File: src/rtl/instruction_register_if.sv
// instruction_register_if: bus-side signals of the SAP instruction register
//   load    active-low load strobe (sampled on rising clk)
//   enable  active-low output enable for q
//   data    DATA_W bus word to capture
//   q       OPER_W operand field returned to the bus
//   opcode  OPER_W opcode field to the control sequencer
// modports: master = bus/controller side, slave = instruction register
interface instruction_register_if #(
    parameter int DATA_W = 8,
    parameter int OPER_W = DATA_W / 2
);
    logic              load;
    logic              enable;
    logic [DATA_W-1:0] data;
    logic [OPER_W-1:0] q;
    logic [OPER_W-1:0] opcode;
    modport master (output load, enable, data, input q, opcode);
    modport slave  (input load, enable, data, output q, opcode);
endinterface

File: src/rtl/instruction_register.sv
// instruction_register: SAP-class IR, captures a bus word and splits it into opcode/operand
//   clk  system clock, rising edge
//   clr  asynchronous active-low clear
//   bus  instruction_register_if.slave (load, enable, data -> q, opcode)
// Macro IR_BUS_TRISTATE_EN: when defined q floats (z) while disabled for a shared
// tri-state bus; otherwise q is driven to 0 for an OR/mux-combined bus.
module instruction_register #(
    parameter int DATA_W = 8,
    parameter int OPER_W = DATA_W / 2
) (
    input logic                   clk,
    input logic                   clr,
    instruction_register_if.slave bus
);
    logic [DATA_W-1:0] stored;
    // load is level-sensitive: every edge with load low recaptures data
    always_ff @(posedge clk or negedge clr)
        if (!clr) stored <= '0;
        else if (!bus.load) stored <= bus.data;
    assign bus.opcode = stored[DATA_W-1:OPER_W];
`ifdef IR_BUS_TRISTATE_EN
    assign bus.q = bus.enable ? {OPER_W{1'bz}} : stored[OPER_W-1:0];
`else
    assign bus.q = bus.enable ? {OPER_W{1'b0}} : stored[OPER_W-1:0];
`endif
endmodule

File: src/flat_wrapper.sv
// flat-port wrapper written by rule: the top's interface ports become plain ports
module instruction_register_flat 
#(
    parameter int DATA_W = 8,
    parameter int OPER_W = DATA_W / 2
)
  (clk, clr, bus_load, bus_enable, bus_data, bus_q, bus_opcode);
  instruction_register_if #(.DATA_W(DATA_W), .OPER_W(OPER_W)) bus_i ();
  input logic clk;
  input logic clr;
  input wire logic [$bits(bus_i.load)-1:0] bus_load;
  input wire logic [$bits(bus_i.enable)-1:0] bus_enable;
  input wire logic [$bits(bus_i.data)-1:0] bus_data;
  output wire logic [$bits(bus_i.q)-1:0] bus_q;
  output wire logic [$bits(bus_i.opcode)-1:0] bus_opcode;
  assign bus_i.load = bus_load;
  assign bus_i.enable = bus_enable;
  assign bus_i.data = bus_data;
  assign bus_q = bus_i.q;
  assign bus_opcode = bus_i.opcode;
  instruction_register #(.DATA_W(DATA_W), .OPER_W(OPER_W)) u_core (.clk(clk), .clr(clr), .bus(bus_i));
endmodule
File: config.mk
export PLATFORM = sky130hd
export DESIGN_NAME = instruction_register_flat
export DESIGN_NICKNAME = d
export VERILOG_FILES = /design/src/rtl/instruction_register_if.sv /design/src/rtl/instruction_register.sv /design/src/flat_wrapper.sv
export SDC_FILE = /design/constraint.sdc
export NUM_CORES = 1
export LEC_CHECK = 0
export CAP_MARGIN = 15
export CORE_AREA = 2 2 39 41
export CTS_BUF_LIST = sky130_fd_sc_hd__clkbuf_16
export DETAILED_ROUTE_END_ITERATION = 8
export DIE_AREA = 0 0 41 43
export GPL_TIMING_DRIVEN = 1
export PLACE_DENSITY_LB_ADDON = 0.25
export RECOVER_POWER = 25
export SLEW_MARGIN = 20
export SYNTH_ARGS = -nofsm -noshare
export SYNTH_HDL_FRONTEND = slang
export SYNTH_SLANG_ARGS = --single-unit
File: constraint.sdc
create_clock -name clk -period 2.2 [get_ports clk]
set_input_delay 0.55 -clock clk [delete_from_list [all_inputs] [get_ports clk]]
set_output_delay 0.55 -clock clk [all_outputs]
set_load 0.01 [all_outputs]
==> flow_summary_export.csv <==
group,metric,value,unit
critical_path,path_buf_inv,2,
critical_path,required,1650,ps
synth,ys_ff_latch,8,
power,vdd_drop_max,0.426,mV
cells_and_area,top_register,"u_core.stored",
critical_path,cpPeakStageDelay,520,ps
clock_network,post_cts_resized,4,
grt,grt_max_degree,9,
drt,drtIter0Drc,1,
die,dieHeight,43,µm
die,num_io_pins,20,
critical_path,crit_family,"buffers and inverters",
drt,dr.pass1.iters,2,
clock_network,cts_setup_buffers,0,
die,dieArea,1760,µm²
sta,rsz0062_at_grt,"false",
drt,num_vias,240,
sta,final_hold_viol_count,0,
cells_and_area,final_cell_mix,"clkdlybuf4s50_1, mux2_4, dfrtp_1, nor2b_1, dlygate4sd2_1",
sta,clock.fmax,510,MHz
cells_and_area,regArea,200,µm²
synth,synth_cells,25,
synth,synth_top_area_cell,"dfrtp_1",
job,drv_cap,0,
grt,grt_pass1_wl,1080,µm
critical_path,crit_chain,"clkdlybuf4s50_1 > nor2b_1 > dlygate4sd2_1",
synth,yosysSeqAreaShare,51.8,%
drt,wire_per_inst,11.4,µm
sta,fin_crit_sh,89.1,%
clock_network,htreeDepth,1,
grt,track_usage,9.92,%
drt,drc,0,
synth,syn_area,387,µm²
power,p_sw,96.9,µW
clock_network,holdBufCountCts,0,
sta,timing.setup.tns,0,ps
sta,setup-violations-final,0,
power,p_clk_share,53.8,%
clock_network,clock_latency,230,ps
cells_and_area,fillers,130,
drt,wirelength,661,µm
power,swShare,17.5,%
drt,via_per_inst,4.14,
critical_path,r2r_slack,1450,ps
status,status,"completed",
cells_and_area,multiInputGateArea,145,µm²
sta,worst_slew_pin_slew,505,ps
grt,grt_pass1_vias,261,
clock_network,clockRootBuffer,"clkbuf_16",
clock_network,cts_buffers,3,
placed_design,portBuffers,19,
sta,drv_slew,0,
critical_path,endpoint_kind,"primary output",
synth,synth_nets,37,
synth,synth.avg_cell_area,15.5,µm²
power,power,552,µW
worst_hold_path,hold_class,"reg2reg",
power,power.density,883,nW/µm²
cells_and_area,nNetsFinal,56,
sta,period_needed,1960,ps
placed_design,place_area,556,µm²
cells_and_area,antenna_cells_inserted,0,
die,chipWidth,41,µm
drt,ant_nets,0,
cells_and_area,reg_top3,"u_core.stored: 8 flops",
clock_network,cts_num_sinks,8,
cells_and_area,drive_gt1_share,26.2,%
cells_and_area,area_growth_syn_to_layout,61.8,%
power,p_leak,0.000291,µW
power,p_comb_share,15.3,%
power,internal_power,455,µW
sta,finalClockSkew,0,ps
placed_design,gp_congestion,0.544,
critical_path,crit_slowest_cell,"clkdlybuf4s50_1",
clock_network,clk_pin_slew,30,ps
clock_network,cts.path.max_buffers,2,
cells_and_area,mostFrequentLayoutCell,"clkdlybuf4s50_1",
cells_and_area,postLayoutCellArea,626,µm²
clock_network,cts_tree,"yes",
synth,ys_warn_count,0,
grt,grt-ovfl-total,0,
synth,yosys-top-cells-area,"dfrtp_1, mux2_4, buf_4, nor2b_1, buf_6",
die,start_util,27.9,%
sta,relSlewSlack,66.2,%
die,rows,14,
cells_and_area,largest_reg_flops,8,
grt,grt_antenna_before_repair,0,
critical_path,cp.arrival,1410,ps
critical_path,crit_fanout,4,
synth,synth_cell_type_count,5,
die,core_area,1380,µm²
power,p_seq_share,30.8,%
critical_path,cp-start-kind,"primary input",
synth,synth_top_area_share,51.8,%
critical_path,worstSetupPathType,"in2out",
[final cells by class]
| cell class | instances | area share (%) |
|---|---|---|
| flip-flops and latches | 8 | 32.0 |
| repair buffers | 19 | 29.6 |
| multi-input cells | 12 | 23.2 |
| clock buffers | 3 | 12.0 |
| well taps | 16 | 3.20 |
[worst paths after layout]
check	start	end	cells after the start
max	bus_enable	bus_q[3]	3
min	u_core.stored[3]	u_core.stored[3]	1
max reg2reg	u_core.stored[1]	u_core.stored[1]	1
min reg2reg	u_core.stored[3]	u_core.stored[3]	1
max in group asynchronous	clr	u_core.stored[2]	1
min in group asynchronous	clr	u_core.stored[7]	1
[stage by stage]
| stage | setup WS (ps) | hold slack (ps) | instances | util [%] |
|---|---|---|---|---|
| 6_report | 239 | 500 | 58 | 45.2 |
| 5_1_grt | 186 | 524 | 58 | 45.2 |
| 4_1_cts | 226 | 507 | 58 | 45.2 |
| 3_5_place_dp | -43.8 | 493 | 55 | 40.1 |
| 3_3_place_gp | -34.5 | 489 | 55 | 40.1 |
| 2_1_floorplan | 922 | 254 | 25 | - |
[logic make-up (layout without fill, tap and decap cells)]
logic type	Yosys count	in the layout	share of synthesized area (%)
mux	8	8	31.1
flops	8	8	51.8
buf+inv	5	22	10.7
simple gates	4	4	6.47
[per-layer routing]
layer	global-route usage [%]	wire length (µm)	up-vias
met5	0	0	-
met4	6.00	0	0
met3	6.28	89	0
met2	13.4	317	16
met1	11.2	255	111
li1	-	-	113
[cell usage after synthesis]
cell / count
dfrtp_1: 8
mux2_4: 8
buf_4: 4
nor2b_1: 4
buf_6: 1
[power groups by stage]
stage | registers, µW | logic [µW] | clock network, µW
after floorplan | 170 | 51.1 | 0
after global placement | 172 | 88.7 | 0
after detailed placement | 172 | 90.0 | 0
after CTS | 171 | 86.6 | 305
after global routing | 173 | 90.6 | 313
final | 170 | 84.8 | 297
Power figures use the tool's default switching activity.
